==> src/rtl/uart_pkg.sv <==
// Shared definitions for the UART transmit framer: FSM states, parity modes
// and the default baud divider.
package uart_pkg;

  typedef enum logic [2:0] {
    IDLE,
    START,
    DATA,
    PAR,
    STOP
  } state_e;

  localparam int PAR_NONE = 0;
  localparam int PAR_EVEN = 1;
  localparam int PAR_ODD  = 2;

  // 50 MHz system clock divided down to 115200 baud.
  localparam int CLK_DIV_DEFAULT = 434;

endpackage

==> src/rtl/uart_tx_framer_if.sv <==
// Payload handshake and serial-line outputs of the UART transmit framer.
interface uart_tx_framer_if #(
  parameter int DATA_W = 8
);

  logic              i_valid;
  logic [DATA_W-1:0] i_data;
  logic              o_ready;
  logic              o_tx;
  logic              o_busy;
  logic              o_done;

  modport master (
    output i_valid, i_data,
    input  o_ready, o_tx, o_busy, o_done
  );

  modport slave (
    input  i_valid, i_data,
    output o_ready, o_tx, o_busy, o_done
  );

endinterface

==> src/rtl/uart_baud_tick.sv <==
// Baud-period counter: wraps at CLK_DIV-1 and flags that last count with a
// one-cycle tick; a synchronous clear restarts the period.
module uart_baud_tick
  import uart_pkg::*;
#(
  parameter int CLK_DIV = CLK_DIV_DEFAULT
) (
  input  logic                       clk,
  input  logic                       rst_n,
  input  logic                       clr,
  output logic [$clog2(CLK_DIV)-1:0] o_cnt,
  output logic                       o_tick
);

  localparam int                CNT_W = $clog2(CLK_DIV);
  localparam logic [CNT_W-1:0] LAST  = CNT_W'(CLK_DIV - 1);

  logic [CNT_W-1:0] cnt_q, cnt_d;

  always_comb begin
    cnt_d = cnt_q + 1'b1;
    if (clr || (cnt_q == LAST)) begin
      cnt_d = '0;
    end
  end

  always_ff @(posedge clk) begin
    if (!rst_n) begin
      cnt_q <= '0;
    end else begin
      cnt_q <= cnt_d;
    end
  end

  assign o_cnt  = cnt_q;
  assign o_tick = (cnt_q == LAST);

endmodule

==> src/rtl/uart_tx_framer.sv <==
// UART transmit framer: captures one payload per frame and serialises it as
// start, LSB-first data, optional parity and 1-2 stop bits.
module uart_tx_framer
  import uart_pkg::*;
#(
  parameter int DATA_W    = 8,
  parameter int CLK_DIV   = CLK_DIV_DEFAULT,
  parameter int PARITY    = PAR_NONE,
  parameter int STOP_BITS = 1
) (
  input  logic             clk,
  input  logic             rst_n,
  uart_tx_framer_if.slave  bus
);

  localparam int                 BIT_W     = $clog2(DATA_W + 1);
  localparam int                 BAUD_W    = $clog2(CLK_DIV);
  localparam logic [BIT_W-1:0]  LAST_DATA = BIT_W'(DATA_W - 1);
  localparam logic [BIT_W-1:0]  LAST_STOP = BIT_W'(STOP_BITS - 1);
  localparam logic [BAUD_W-1:0] STOP_END  = BAUD_W'(CLK_DIV - 2);

  state_e             state_q, state_d;
  logic               tx_q, tx_d;
  logic               done_q, done_d;
  logic               par_q, par_d;
  logic [DATA_W-1:0]  shift_q, shift_d;
  logic [BIT_W-1:0]   bit_cnt_q, bit_cnt_d;
  logic [BAUD_W-1:0]  baud_cnt;
  logic               baud_tick;
  logic               accept;

  assign accept = bus.i_valid && (state_q == IDLE);

  uart_baud_tick #(
    .CLK_DIV (CLK_DIV)
  ) u_baud (
    .clk    (clk),
    .rst_n  (rst_n),
    .clr    (accept),
    .o_cnt  (baud_cnt),
    .o_tick (baud_tick)
  );

  // The last stop bit leaves one cycle early: its final cycle is the IDLE
  // cycle itself, where o_tx is still high and a new frame can be accepted.
  always_comb begin
    state_d   = state_q;
    tx_d      = tx_q;
    done_d    = 1'b0;
    par_d     = par_q;
    shift_d   = shift_q;
    bit_cnt_d = bit_cnt_q;
    unique case (state_q)
      IDLE: begin
        tx_d = 1'b1;
        if (accept) begin
          state_d   = START;
          tx_d      = 1'b0;
          shift_d   = bus.i_data;
          bit_cnt_d = '0;
          par_d     = (PARITY == PAR_ODD) ? ~^bus.i_data : ^bus.i_data;
        end
      end
      START: begin
        if (baud_tick) begin
          state_d = DATA;
          tx_d    = shift_q[0];
          shift_d = {1'b1, shift_q[DATA_W-1:1]};
        end
      end
      DATA: begin
        if (baud_tick) begin
          if (bit_cnt_q == LAST_DATA) begin
            bit_cnt_d = '0;
            if (PARITY != PAR_NONE) begin
              state_d = PAR;
              tx_d    = par_q;
            end else begin
              state_d = STOP;
              tx_d    = 1'b1;
            end
          end else begin
            bit_cnt_d = bit_cnt_q + 1'b1;
            tx_d      = shift_q[0];
            shift_d   = {1'b1, shift_q[DATA_W-1:1]};
          end
        end
      end
      PAR: begin
        if (baud_tick) begin
          state_d = STOP;
          tx_d    = 1'b1;
        end
      end
      STOP: begin
        if ((bit_cnt_q == LAST_STOP) && (baud_cnt == STOP_END)) begin
          state_d = IDLE;
          done_d  = 1'b1;
        end else if (baud_tick) begin
          bit_cnt_d = bit_cnt_q + 1'b1;
        end
      end
      default: begin
        state_d = IDLE;
        tx_d    = 1'b1;
      end
    endcase
  end

  always_ff @(posedge clk) begin
    if (!rst_n) begin
      state_q   <= IDLE;
      tx_q      <= 1'b1;
      done_q    <= 1'b0;
      par_q     <= 1'b0;
      shift_q   <= '0;
      bit_cnt_q <= '0;
    end else begin
      state_q   <= state_d;
      tx_q      <= tx_d;
      done_q    <= done_d;
      par_q     <= par_d;
      shift_q   <= shift_d;
      bit_cnt_q <= bit_cnt_d;
    end
  end

  assign bus.o_tx    = tx_q;
  assign bus.o_done  = done_q;
  assign bus.o_ready = (state_q == IDLE);
  assign bus.o_busy  = (state_q != IDLE);

endmodule

==> src/flat_wrapper.sv <==
// flat-port wrapper written by rule: the top's interface ports become plain ports
module uart_tx_framer_flat import uart_pkg::*;
#(
  parameter int DATA_W    = 8,
  parameter int CLK_DIV   = CLK_DIV_DEFAULT,
  parameter int PARITY    = PAR_NONE,
  parameter int STOP_BITS = 1
)
  (clk, rst_n, bus_i_valid, bus_i_data, bus_o_ready, bus_o_tx, bus_o_busy, bus_o_done);
  uart_tx_framer_if #(.DATA_W(DATA_W)) bus_i ();
  input  logic clk;
  input  logic rst_n;
  input wire logic [$bits(bus_i.i_valid)-1:0] bus_i_valid;
  input wire logic [$bits(bus_i.i_data)-1:0] bus_i_data;
  output wire logic [$bits(bus_i.o_ready)-1:0] bus_o_ready;
  output wire logic [$bits(bus_i.o_tx)-1:0] bus_o_tx;
  output wire logic [$bits(bus_i.o_busy)-1:0] bus_o_busy;
  output wire logic [$bits(bus_i.o_done)-1:0] bus_o_done;
  assign bus_i.i_valid = bus_i_valid;
  assign bus_i.i_data = bus_i_data;
  assign bus_o_ready = bus_i.o_ready;
  assign bus_o_tx = bus_i.o_tx;
  assign bus_o_busy = bus_i.o_busy;
  assign bus_o_done = bus_i.o_done;
  uart_tx_framer #(.DATA_W(DATA_W), .CLK_DIV(CLK_DIV), .PARITY(PARITY), .STOP_BITS(STOP_BITS)) u_core (.clk(clk), .rst_n(rst_n), .bus(bus_i));
endmodule
==> config.mk <==
export PLATFORM = sky130hd
export DESIGN_NAME = uart_tx_framer_flat
export DESIGN_NICKNAME = d
export VERILOG_FILES = /design/src/rtl/uart_pkg.sv /design/src/rtl/uart_tx_framer_if.sv /design/src/rtl/uart_baud_tick.sv /design/src/rtl/uart_tx_framer.sv /design/src/flat_wrapper.sv
export SDC_FILE = /design/constraint.sdc
export NUM_CORES = 1
export LEC_CHECK = 0
export CORE_ASPECT_RATIO = 1.25
export CORE_MARGIN = 5
export CORE_UTILIZATION = 59
export DETAILED_ROUTE_END_ITERATION = 16
export GPL_TIMING_DRIVEN = 0
export PLACE_DENSITY_LB_ADDON = 0.05
export SLEW_MARGIN = 20
export SYNTH_ARGS = -nofsm -noshare
export SYNTH_HDL_FRONTEND = slang
export SYNTH_SLANG_ARGS = --single-unit
==> constraint.sdc <==
create_clock -name clk -period 4.4 [get_ports clk]
set_clock_uncertainty 0.05 [all_clocks]
set_input_delay 0.88 -clock clk [delete_from_list [all_inputs] [get_ports clk]]
set_output_delay 0.88 -clock clk [all_outputs]
set_load 0.01 [all_outputs]
# Yosys cells after proc, flatten, opt, wreduce, memory -nomap -nowiden
# Index checks and enable logic that the tools add are counted.
[totals]
input_bits = 11
output_inout_bits = 4
regBits = 26
wordCells = 65
[classes]
n_bitwise = 2
n_addsub = 2
reduce_logical = 14
mux = 25
eq_ne = 16
[op_table]
columns = ["operator", "count"]
rows = [
  ["2-to-1 mux 8 bit", 4],
  ["case mux 8 bit (3 select lines)", 1],
  ["2-to-1 mux 4 bit", 5],
  ["equality test 9 bit (second input constant)", 2],
  ["2-to-1 mux 3 bit", 6],
  ["case mux 3 bit (5 select lines)", 1],
  ["!= test 2 x 1 -> 1 bit (second input constant)", 7],
  ["case mux 4 bit (3 select lines)", 1],
  ["AND reduction 5 bit", 2],
  ["adder 9 x 1 -> 9 bit (second input constant)", 1],
  ["nonzero test 3 bit", 3],
  ["equality test 3 x 2 -> 1 bit (second input constant)", 2],
  ["2-to-1 mux 1 bit", 6],
  ["AND reduction 6 bit", 1],
  ["case mux 1 bit (5 select lines)", 1],
  ["adder 4 x 1 -> 4 bit (second input constant)", 1],
  ["equality test 4 x 3 -> 1 bit (second input constant)", 1],
  ["zero test 4 bit", 1],
  ["!= test 2 bit (second input constant)", 2],
  ["AND reduction 4 bit", 1],
  ["equality test 3 x 1 -> 1 bit (second input constant)", 1],
  ["equality test 3 bit (second input constant)", 1],
  ["zero test 3 bit", 1],
  ["logical AND 1 bit", 2],
  ["4 further kinds", 5],
]

# Longest topological paths before layout
[depth]
ltp_word = 4
ltp_mapped = 7
mapped_depth_nobuf = 7

# By module
# Synthesis repeated with hierarchy kept, for this count alone.
[hier_totals]
cells_unflattened = 165
hier_area_um2 = 1492.7
[modules_own_cells]
columns = ["module", "n_inst", "area_per_inst_um2", "seq_area_each_um2", "cells_each"]
rows = [
  ["uart_tx_framer", 1, 1043.5, 340.3, 116],
  ["uart_baud_tick", 1, 449.2, 180.2, 49],
]

# Worst setup path before layout
# No wires, ideal clock.
[synth_timing]
kind = "register to output"
startpoint = "register u_core.state_q[2]"
endpoint = "output bus_o_busy"
t_arrival_ns = 1.090
n_path_buf = 1
path_stages_with_launch = 4
required_time_ns = 3.470
slack_ns = 2.380
path_cell_list = "dfxtp_1 clkbuf_1 nor3_1 inv_1"
[synth_between]
elab_chain_len = 1
[synth_rtl]
columns = ["element", "line", "source"]
rows = [
  ["start, declared", "uart_tx_framer.sv:22", "state_e state_q, state_d;"],
  ["start signal, assigned", "uart_tx_framer.sv:119", "state_q <= state_d;"],
  ["nonzero test 3 bit", "uart_tx_framer.sv:131", "assign bus.o_busy = (state_q != IDLE);"],
  ["end, declared", "flat_wrapper.sv:17", "output wire logic [$bits(bus_i.o_busy)-1:0] bus_o_busy;"],
]
# Every way passes these cells.

# Final worst setup path
# Same ends and word-level chain as after synthesis.

==> out/results.ini <==
[sta]
finalHoldViolCount = 0
tightest_slew_ns = 0.5776
finalSetupTns_ns = 0
rsz0062_at_grt = false
slew_headroom = 0.6141
finalSetupViolCount = 0
period_minus_slack_ns = 2.790
fin_crit_sh = 0.6341
maxSlewViolCount = 0
fmaxAchievable_ghz = 0.3584

[die]
coreArea_um2 = 2377
die_area_um2 = 3494
floorplan.rows = 20
start_util = 0.5974
num_io_pins = 15
die_h_um = 64.85
fp.dieW_um = 53.88

[global_routing]
grt_max_degree = 14
grt_first_pass_wirelength_um = 4740
grt-ovfl-total = 0
grt_use_total = 0.1750
antenna_found_initial = 0
grt_pass1_vias = 1148

[cells_and_area]
antenna_cells = 0
final_cell_mix = dfxtp_1 (26), nor2_1 (17), nand2_1 (14)
final_common_cell = dfxtp_1
final_cells = 207
final_nets = 192
area_delta_synth_final_pct = 13.66
final_area_um2 = 1614
layout-drive-gt1-share = 0.07471

[power]
p_leak_nw = 0.6836
vdd_ir_drop_max_uv = 208.2
cellPowerDensity_nw_per_um2 = 259.8
power_mw = 0.4193

[route]
wire_per_inst_um = 12.50
vias_per_cell = 5.488
drt-pass1-iter-count = 4
route.vias.total = 1136
drc = 0
finalWirelength_um = 2587
ant_nets = 0
drtIter0Drc = 30

[logic_synthesis]
synthXorXnorAreaFrac = 0.04934
synth_compound_area_frac = 0.1727
seq_area_frac_synth = 0.3665
synth_edf_count = 0
yosysUniqueCellTypes = 39
synthArstFlopShare = 0
syn_area_um2 = 1420
synth_flop_cell = dfxtp_1
ys_seq_elements = 26
synthCells = 158
synthAdderAreaFrac = 0.04405
synth.avg_cell_area_um2 = 8.988
yosysWarnings = 0
synth_mux_area_frac = 0.06344
yosysTopAreaCellShare = 0.3665
synthSimpleGateAreaFrac = 0.2573
syn-num-nets = 174
yosysTopAreaCell = dfxtp_1
synth_top_family_by_area = simple AND/OR/NAND/NOR gates
synth_area_leaders = dfxtp_1 (37%), mux2i_1 (6.3%), o211a_1 (5.6%), nor2_1 (4.5%), ha_1 (4.4%)

[clocking]
clock_path_buffers = 2
cts_resized = 0
tritoncts = done
cts-root-buf = clkbuf_4
htreeDepth = 1
hold_buffers = 0
cts_setup_buffers = 0
clkLatencyLatePin_ns = 0.31
cts_buffers = 3
clkSinkCount = 26
clk_pin_slew_ns = 0.14

[critical_path]
worstPathRequired_ns = 3.47
timing.rr.start = u_core.u_baud.o_cnt[0]
startpoint = u_core.state_q[2]
cp_max_fo = 10
worstSetupPathType = reg2out
worstSetupStartpointType = register
cp_data_arrival_time_ns = 1.86
cp-end-kind = primary output

[place]
port_buffers = 13
dp_hpwl_um = 2021
dpl_cell_area_um2 = 1592
routabilityCongestion = 0.7542
placed_cells = 204

[hold_path]
min_from = u_core.shift_q[5]
hold_path_class = reg2reg

[run]
maxCapViolations = 0

[run_status]
status = finished clean

## per-layer routing
layer / vias up / wire length, µm / part of all wire / global-route usage
met5: - / 0 / 0 / 0
met4: 0 / 13 / 0.0050 / 0.02875
met2: 11 / 1393 / 0.54 / 0.3288
met3: 2 / 49 / 0.019 / 0.02989
met1: 538 / 1130 / 0.44 / 0.1991
li1: 585 / - / - / -
## report_power, final
part           switching (mW)  internal [mW]  total [mW]
Sequential            0.00728          0.246       0.253
Combinational          0.0324         0.0352      0.0676
Clock                  0.0664         0.0319      0.0984
## per-stage QoR
stage	setup WS, ns	utilization	hold WS (ns)
floorplan	2.380	-	0.4178
finish	1.610	0.6789	0.4703
global route	1.427	0.6789	0.4869
global placement	1.894	0.6695	0.4284
detailed placement	1.893	0.6695	0.4419
CTS	1.591	0.6789	0.4741
## final cells by class
class	instances	area, µm²
plain buffers	7	36.28
clock buffers	3	22.52
multi-input cells	117	833.3
well taps	33	41.29
inverters	8	30.03
flip-flops and latches	26	520.5
fillers	198	763.2
repair buffers	13	130.1
## cells in the mapped netlist, drive strengths merged, types with 3 or more instances
cell type  number
a21oi           5
buf             3
dfxtp          26
o211a           8
clkbuf          4
a21boi          3
nor2           17
mux2i           9
nand2b          5
nand4           3
nor3            3
ha              5
inv             8
nor2b           3
o21ai           4
nand3           5
xor2            7
and3            3
nor3b           5
nand2          14
## worst paths after layout
kind                                             to  slack, ns  cells after the start
worst min-delay path              u_core.shift_q[5]       0.47                      1
worst min register to register    u_core.shift_q[5]       0.47                      1
worst max-delay path                     bus_o_busy       1.61                      4
worst max register to register  u_core.bit_cnt_q[3]       2.38                      7
## state kept, by name, summed over array words and instances (netlist names)
register and count:
u_core.bit_cnt_q 4, u_core.bus.o_done 1, u_core.bus.o_tx 1, u_core.shift_q 8, u_core.state_q 3, u_core.u_baud.o_cnt 9
## critical path: stages (launching register included)
cell             delay [ns]
dfxtp_1                0.38
clkbuf_1               0.37
nor3_1                 0.16
inv_1                  0.10
clkdlybuf4s50_1        0.54
## logic make-up (layout without fill, tap and decap cells)
group	count (synthesis)	count (layout)
AND/OR/NAND/NOR	66	66
buffers and inverters	15	31
XOR/XNOR	8	8
AO/OA/AOI/OAI	29	29
flip-flops	26	26
adder cells (fa/ha/maj)	5	5
multiplexers	9	9
Power figures use the tool's default switching activity.
